File: src/rtl/weight_update_in.sv
// Input-to-hidden weight store for the XOR perceptron: accepts fp32 deltas, adds each one to
// the addressed weight through a pipelined fp32 adder, writes it back and exposes all weights.

module fp_adder #(
   parameter int LAT = 7
) (
   input  logic        iCLK,
   input  logic [31:0] iDATAA,
   input  logic [31:0] iDATAB,
   output logic [31:0] oRESULT
);
   logic        sa, sb, sr, up, sticky, tmp_s;
   logic        nan_a, nan_b, inf_a, inf_b;
   logic [9:0]  ea, eb, er, dexp, tmp_e;
   logic [26:0] ma, mb, mr, tmp_m;
   logic [27:0] acc;
   logic [24:0] rnd;
   logic [31:0] sum_d;
   logic [31:0] pipe_q [LAT];

   always_comb begin
      // NOTE: every variable gets a value before any branch so no latch is inferred.
      sa     = iDATAA[31];
      sb     = iDATAB[31];
      ea     = (iDATAA[30:23] == 8'd0) ? 10'd1 : {2'b00, iDATAA[30:23]};
      eb     = (iDATAB[30:23] == 8'd0) ? 10'd1 : {2'b00, iDATAB[30:23]};
      ma     = {(iDATAA[30:23] != 8'd0), iDATAA[22:0], 3'b000};
      mb     = {(iDATAB[30:23] != 8'd0), iDATAB[22:0], 3'b000};
      tmp_s  = 1'b0;
      tmp_e  = '0;
      tmp_m  = '0;
      sticky = 1'b0;
      acc    = '0;
      mr     = '0;
      if ({eb, mb} > {ea, ma}) begin
         tmp_s = sa; tmp_e = ea; tmp_m = ma;
         sa    = sb; ea    = eb; ma    = mb;
         sb    = tmp_s; eb = tmp_e; mb = tmp_m;
      end
      // Align the smaller operand, folding shifted-out bits into a sticky bit.
      dexp = ea - eb;
      if (dexp > 10'd26) begin
         sticky = |mb;
         mb     = '0;
      end else begin
         sticky = |(mb & ((27'd1 << dexp) - 27'd1));
         mb     = mb >> dexp;
      end
      mb[0] = mb[0] | sticky;
      sr    = sa;
      er    = ea;
      if (sa == sb) begin
         acc = {1'b0, ma} + {1'b0, mb};
         if (acc[27]) begin
            mr = acc[27:1] | {26'd0, acc[0]};
            er = ea + 10'd1;
         end else begin
            mr = acc[26:0];
         end
      end else begin
         mr = ma - mb;
         for (int i = 0; i < 26; i++) begin
            if (!mr[26] && er > 10'd1) begin
               mr = mr << 1;
               er = er - 10'd1;
            end
         end
         if (mr == '0) sr = 1'b0;
      end
      up  = mr[2] & (mr[1] | mr[0] | mr[3]);
      rnd = {1'b0, mr[26:3]} + {24'd0, up};
      if (rnd[24]) begin
         rnd = rnd >> 1;
         er  = er + 10'd1;
      end
      nan_a = (iDATAA[30:23] == 8'hFF) && (iDATAA[22:0] != 23'd0);
      nan_b = (iDATAB[30:23] == 8'hFF) && (iDATAB[22:0] != 23'd0);
      inf_a = (iDATAA[30:23] == 8'hFF) && (iDATAA[22:0] == 23'd0);
      inf_b = (iDATAB[30:23] == 8'hFF) && (iDATAB[22:0] == 23'd0);
      if (nan_a || nan_b || (inf_a && inf_b && (iDATAA[31] != iDATAB[31])))
         sum_d = 32'h7FC0_0000;
      else if (inf_a)
         sum_d = {iDATAA[31], 8'hFF, 23'd0};
      else if (inf_b)
         sum_d = {iDATAB[31], 8'hFF, 23'd0};
      else if (er >= 10'd255)
         sum_d = {sr, 8'hFF, 23'd0};
      else
         sum_d = {sr, (rnd[23] ? er[7:0] : 8'd0), rnd[22:0]};
   end

   // NOTE: pipeline data carries no reset; the consumer decides when a result is valid.
   always_ff @(posedge iCLK) begin
      pipe_q[0] <= sum_d;
      for (int k = 1; k < LAT; k++) pipe_q[k] <= pipe_q[k-1];
   end

   assign oRESULT = pipe_q[LAT-1];
endmodule

module weight_update_in #(
   parameter int N_W     = 6,
   parameter int IDX_W   = 3,
   parameter int ADD_LAT = 7
) (
   input  logic               iCLK,
   input  logic               iRST_N,
   input  logic               iLOAD,
   input  logic [IDX_W-1:0]   iLOAD_IDX,
   input  logic [31:0]        iLOAD_VAL,
   input  logic               iDELTA_VALID,
   input  logic [IDX_W-1:0]   iDELTA_IDX,
   input  logic [31:0]        iDELTA,
   output logic               oREADY,
   output logic               oBUSY,
   output logic               oUPDATE_DONE,
   output logic               oIDX_ERR,
   output logic [15:0]        oUPD_CNT,
   output logic [N_W*32-1:0]  oWEIGHT
);
   localparam int               CNT_W = $clog2(ADD_LAT + 1);
   localparam logic [IDX_W:0]   N_W_L = (IDX_W+1)'(N_W);

   typedef enum logic [1:0] {S_IDLE, S_WAIT, S_WRITE} state_e;

   state_e           state_q;
   logic [31:0]      weight_q [N_W];
   logic [IDX_W-1:0] idx_q;
   logic [31:0]      op_w_q, op_d_q;
   logic [CNT_W-1:0] cnt_q;
   logic             done_q, err_q;
   logic [15:0]      upd_cnt_q;
   logic [31:0]      add_res;

   fp_adder #(.LAT(ADD_LAT)) u_add (
      .iCLK   (iCLK),
      .iDATAA (op_w_q),
      .iDATAB (op_d_q),
      .oRESULT(add_res)
   );

   // NOTE: sequential state uses non-blocking assignments only, so every flop samples pre-edge values.
   always_ff @(posedge iCLK) begin
      if (!iRST_N) begin
         state_q   <= S_IDLE;
         for (int k = 0; k < N_W; k++) weight_q[k] <= '0;
         idx_q     <= '0;
         op_w_q    <= '0;
         op_d_q    <= '0;
         cnt_q     <= '0;
         done_q    <= 1'b0;
         err_q     <= 1'b0;
         upd_cnt_q <= '0;
      end else begin
         done_q <= 1'b0;
         err_q  <= 1'b0;
         case (state_q)
            S_IDLE: begin
               // A load has priority; the offered delta stays pending upstream.
               if (iLOAD) begin
                  if ({1'b0, iLOAD_IDX} < N_W_L) weight_q[iLOAD_IDX] <= iLOAD_VAL;
               end else if (iDELTA_VALID) begin
                  if ({1'b0, iDELTA_IDX} < N_W_L) begin
                     idx_q   <= iDELTA_IDX;
                     op_w_q  <= weight_q[iDELTA_IDX];
                     op_d_q  <= iDELTA;
                     cnt_q   <= CNT_W'(ADD_LAT - 1);
                     state_q <= S_WAIT;
                  end else begin
                     err_q <= 1'b1;
                  end
               end
            end
            S_WAIT: begin
               if (cnt_q == '0) state_q <= S_WRITE;
               else             cnt_q   <= cnt_q - 1'b1;
            end
            S_WRITE: begin
               weight_q[idx_q] <= add_res;
               done_q          <= 1'b1;
               upd_cnt_q       <= upd_cnt_q + 16'd1;
               state_q         <= S_IDLE;
            end
            default: state_q <= S_IDLE;
         endcase
      end
   end

   always_comb begin
      oWEIGHT = '0;
      for (int k = 0; k < N_W; k++) oWEIGHT[32*k +: 32] = weight_q[k];
   end

   assign oREADY       = (state_q == S_IDLE) && !iLOAD;
   assign oBUSY        = (state_q != S_IDLE);
   assign oUPDATE_DONE = done_q;
   assign oIDX_ERR     = err_q;
   assign oUPD_CNT     = upd_cnt_q;
endmodule

File: config.mk
export PLATFORM = sky130hd
export DESIGN_NAME = weight_update_in
export DESIGN_NICKNAME = d
export VERILOG_FILES = /design/src/rtl/weight_update_in.sv
export SDC_FILE = /design/constraint.sdc
export NUM_CORES = 2
export LEC_CHECK = 0
export CORE_MARGIN = 5
export CORE_UTILIZATION = 35
export DETAILED_ROUTE_END_ITERATION = 10
export SLEW_MARGIN = 0
export SYNTH_ARGS = -nofsm -noshare
export SYNTH_HDL_FRONTEND = slang
export SYNTH_SLANG_ARGS = --single-unit
File: constraint.sdc
create_clock -name iCLK -period 72.7 [get_ports iCLK]
set_clock_uncertainty 0.05 [all_clocks]
set_input_delay 14.54 -clock iCLK [delete_from_list [all_inputs] [get_ports iCLK]]
set_output_delay 14.54 -clock iCLK [all_outputs]
set_load 0.005 [all_outputs]
# Word level (Yosys, flattened, before mapping)
# Memory sizes are Yosys's and may differ from the RTL's. A register that Yosys moved wholly into a read port is not among the register bits.
# Cells that the tools add are included.
[op_classes] n_addsub=35 n_mul=0 div=0 n_lt_le_gt_ge=31 n_eq_ne=11 shift=2 muxes=152 bitwise=10 reduce_logical=84
[ops] cell="two-way mux 27 bit" n=57
[ops] cell="two-way mux 10 bit" n=56
[ops] cell="greater-than comparator 10 x 1 -> 1 bit, second input constant" n=26
[ops] cell="subtractor 10 x 1 -> 10 bit, second input constant" n=26
[ops] cell="two-way mux 32 bit" n=5
[ops] cell="OR reduction 32 bit" n=2
[ops] cell="OR reduction 27 bit" n=2
[ops] cell="zero test 23 bit" n=2
[ops] cell="nonzero test 23 bit" n=2
[ops] cell="greater-than comparator 37 bit" n=1
[ops] cell="logical AND 1 bit" n=33
[ops] cell="two-way mux 31 bit" n=1
[ops] cell="adder 27 x 27 -> 28 bit" n=1
[ops] cell="zero test 1 bit" n=28
[ops] cell="AND 27 bit" n=1
[ops] cell="zero test 27 bit" n=1
[ops] cell="OR 27 x 1 -> 27 bit" n=1
[ops] cell="<< shifter 1 x 10 -> 27 bit, first input constant" n=1
[ops] cell="right shift 27 x 10 -> 27 bit" n=1
[ops] cell="subtractor 27 x 1 -> 27 bit, second input constant" n=1
[ops] cell="subtractor 27 bit" n=1
[ops] cell="adder 24 x 1 -> 25 bit" n=1
[ops] cell="two-way mux 24 bit" n=1
[ops] cell="two-way mux 8 bit" n=3
[ops] cell="other kinds (30)" n=71
[word_totals] register_bits=58 latchBits=0 ram_bits=416 mem_bits_ro=0 out_inout_bits=212 elab_cells=334 mem_count=2
[memory_table] name="u_add.pipe_q" words=7 width=32 read_ports=7 rd_clocked_by_memory_dff=0 wr=7 line="19" text="logic [31:0] pipe_q [LAT];"
[memory_table] name="weight_q" words=6 width=32 read_ports=7 rd_clocked_by_memory_dff=1 wr=6 line="127" text="logic [31:0] weight_q [N_W];"

# Depth between registers and ports, before layout
[logic_depth] depth_word=127 ltp_mapped=282 ltp_nobuf=225

# Modules after synthesis
# A second synthesis with hierarchy kept.
[unflattened] hier_cells=5965 hier_area_um2=48741.7
[modules_own_cells] mod="fp_adder" n_inst=1 cells_each=4977 area_per_inst_um2=34850.9 seq_area_each_um2=4484.3
[modules_own_cells] mod="weight_update_in" n_inst=1 cells_each=988 area_per_inst_um2=13890.8 seq_area_each_um2=9489.1

# Worst setup path before layout
# OpenSTA, ideal clock, no wires.
[synth_path] path_type="reg2reg" start="register op_w_q[24] (read register of weight_q)" end="memory u_add.pipe_q[0][22]" setup_ns=0.087 arrival_time_ns=58.883 required_ns=72.563 slack_ns=13.680 path_stages_with_launch=270 n_path_buf=64 period_less_slack_ns=59.020 cell_sequence="dfxtp_1 > clkbuf_1 > nor4_1 > nand3_1 > inv_1 > nor2_1 > ha_1 > clkbuf_1 > nand4_1 > nor4_2 > a22oi_1 > nand3_1 > o211ai_4 > or3_4 > and2_1 > ha_1 > inv_1 > o211a_1 > [234 not listed] > ha_1 > nor2_1 > a211oi_4 > a31oi_2 > clkbuf_1 > mux2i_1 > o21ai_1 > and2_1 > ha_1 > nand2_1 > nor4_2 > nand4_1 > or3_1 > clkbuf_1 > or4_1 > mux2i_1 > or2_2 > o31ai_1"
[synth_lines] element="from (decl)" line="129" text="logic [31:0] op_w_q, op_d_q;"
[synth_lines] element="to (decl)" line="19"

==> metrics.csv <==
metric,value,unit
end of the worst register-to-register path,u_add.pipe_q[0][2],
Residual DRC,0,
most common cell in the synthesized netlist,nor2_1,
Core Area,0.133,mm^2
Crit. path cell count,222,
post-synthesis compound-gate area fraction,26.0,%
Post-Syn Nets,6280,
fin area,0.0532,mm^2
Ports,286,
final WL,171000,um
RR Startpoint,op_w_q[24],
worst min-delay path startpoint,u_add.pipe_q[3][18],
via count,47200,
status,finished clean,
Hold WC Path Type,reg2reg,
CP Max Fanout,96,
Root Driver,clkbuf_16,
cell area after synthesis,0.0469,mm^2
clock tree from TritonCTS,yes,
final slew viol count,0,
gr usage total,22.6,%
post-synth top area share,13.4,%
layout net count,6357,
Fmax,15.6,MHz
Post-synth top flop,dfxtp_1,
WHS Endpoint,u_add.pipe_q[4][18],
Worst EP arrival,64420,ps
Antenna Nets Post-Route,0,
worst-skew pair later-pin latency,610,ps
Detailed Routing Iterations Pass 1,6,
storage element area,0.0121,mm^2
#FFs+latches synth,506,
Synth Area in Adders,3.77,%
Yosys top cell by area,dfxtp_1,
Worst path max stage delay,840,ps
aggregate negative setup slack,0,ps
Top Family by Delay on Critical Path,simple AND/OR/NAND/NOR gates,
RSZ-0062 raised after global routing,false,
global route overflow,0,
global-route wire length before repair,259000,um
Resize count post-CTS,0,
Hold Crit Depth,0,
number of global-route vias before repair,43100,
share of layout cells above drive strength 1,8.23,%
DRT iter0 DRCs,4469,
critical path required time,73060,ps
measured slew at the worst slew-check pin,1310,ps
Die Area,0.142,mm^2
"EDFF count, synth",192,
synthesized instance count,6067,
Setup Buffers After CTS,0,
slowest cell on the critical path,o21ai_4,
reg-to-reg setup timing slack,8640,ps
post-synthesis async set-or-reset flop share,0,%
Clock Path Buffers,3,
Worst-path clk slew,70,ps
Synth Area in XOR/XNOR,3.59,%
Initial Util,35.2,%
drt wl/cell,21.4,um
sequential cell area fraction in the yosys report,25.7,%
Final Critical Period,64060,ps
CTS Buf Count,51,
WP buf/inv,28,
# setup viols final,0,
Commonest cells post-synth,"nor2_1, nand2_1, a21oi_1, mux2i_1, o21ai_0",
CTS Hold Bufs,0,
final cycle utilization of the critical path,88.1,%
Reg2Reg Depth,222,
largest net degree at the start of global routing,97,
simple-gate share of the synthesized area,23.5,%
Area Overhead vs Synth,13.3,%
CP endpoint kind,register,
Final Hold Viols,0,
DIE HEIGHT,376,um
htree depth,2,
mux contribution to synthesized area,12.7,%
max-cap viol count,0,
Buffers on Ports,285,
Slew Limit Headroom,11.7,%
DR vias/cell,5.94,
post-synth cell types,141,
DIE WIDTH,376,um
initial antenna violation count,6,
Placer Congestion,0.984,
Yosys warning total,0,
dpl hpwl,134000,um
DP Area,0.0514,mm^2
CTS sink cnt,506,
Worst Setup Start Kind,register,
site row count,134,
CP Class,reg2reg,
"top cells by area, synth","dfxtp_1, edfxtp_1, mux2i_1",
CP startpoint,op_w_q[24],
final-layout fill cell count,13700,
Multi-input gate area,0.0328,mm^2
combinational family with the most area after synthesis,compound AO/OA/AOI/OAI gates,
syn avg cell area,7.73,um^2
## placed cells by master (no fill, tap or decap), types with 58 or more instances in the layout
cell / instances
nor3_1: 141
mux2_2: 100
inv_1: 196
ha_1: 137
a31oi_1: 79
a21oi_1: 462
dfxtp_1: 314
o21ai_0: 327
clkbuf_16: 58
clkdlybuf4s50_1: 282
mux2i_1: 380
nor2_1: 771
and3_1: 63
nand4_1: 73
o21a_1: 60
o211ai_1: 60
xnor2_1: 139
nand2_1: 724
nand3_1: 150
and2_1: 63
buf_4: 92
edfxtp_1: 192
## worst max-delay path by stage
stage / slack, ps / to
final: 8640 / u_add.pipe_q[0][2]
after global routing: 3180 / u_add.pipe_q[0][2]
after CTS: 9740 / u_add.pipe_q[0][22]
after detailed placement: 9970 / u_add.pipe_q[0][2]
after global placement: 11980 / u_add.pipe_q[0][22]
after floorplan: 13680 / u_add.pipe_q[0][22]
## stage by stage
| stage | hold slack, ps | util [%] | worst slack (ps) | cells |
|---|---|---|---|---|
| 2_1_floorplan | 260 | - | 13680 | 6067 |
| 3_3_place_gp | 260 | 38.5 | 11980 | 7859 |
| 3_5_place_dp | 262 | 38.5 | 9970 | 7859 |
| 4_1_cts | 240 | 39.9 | 9740 | 7951 |
| 5_1_grt | 257 | 39.9 | 3180 | 7955 |
| 6_report | 245 | 39.9 | 8640 | 7955 |
## registers in the layout (all words and copies together) (netlist names)
register and count:
op_d_q 32, oIDX_ERR 1, u_add.pipe_q 224, weight_q 192, cnt_q 3, oUPD_CNT 16, state_q 2, op_w_q 32
idx_q 3, oUPDATE_DONE 1
## logic make-up (layout without fill, tap and decap cells)
group | count (synthesis) | in the layout
and+or+nand+nor | 2353 | 2353
AOI/OAI and AO/OA | 1788 | 1788
buffers and inverters | 562 | 678
muxes | 531 | 531
DFF | 506 | 506
xor gates and xnor gates | 186 | 186
adders and majority gates | 141 | 141
other | 0 | 4
## final cells by class
cell class,instances,area share (%)
Clock inverter,22,0.515
Sequential cell,506,22.7
Antenna cell,4,0.0188
Inverter,210,1.48
Multi-Input combinational cell,4999,61.7
Clock buffer,70,2.87
Timing Repair Buffer,376,6.62
Tap cell,1768,4.16
## layer usage
metal / wire length (um) / up-vias / GRT usage (%)
met5: 0 / - / 0
met4: 3980 / 0 / 4.91
met3: 11900 / 206 / 2.69
met2: 77800 / 1775 / 37.2
met1: 76900 / 22600 / 31.8
li1: - / 22700 / -
Power is left out: the tool's default activity adds up to more than one toggle a clock period on the data nets, which glitch-free logic cannot reach.
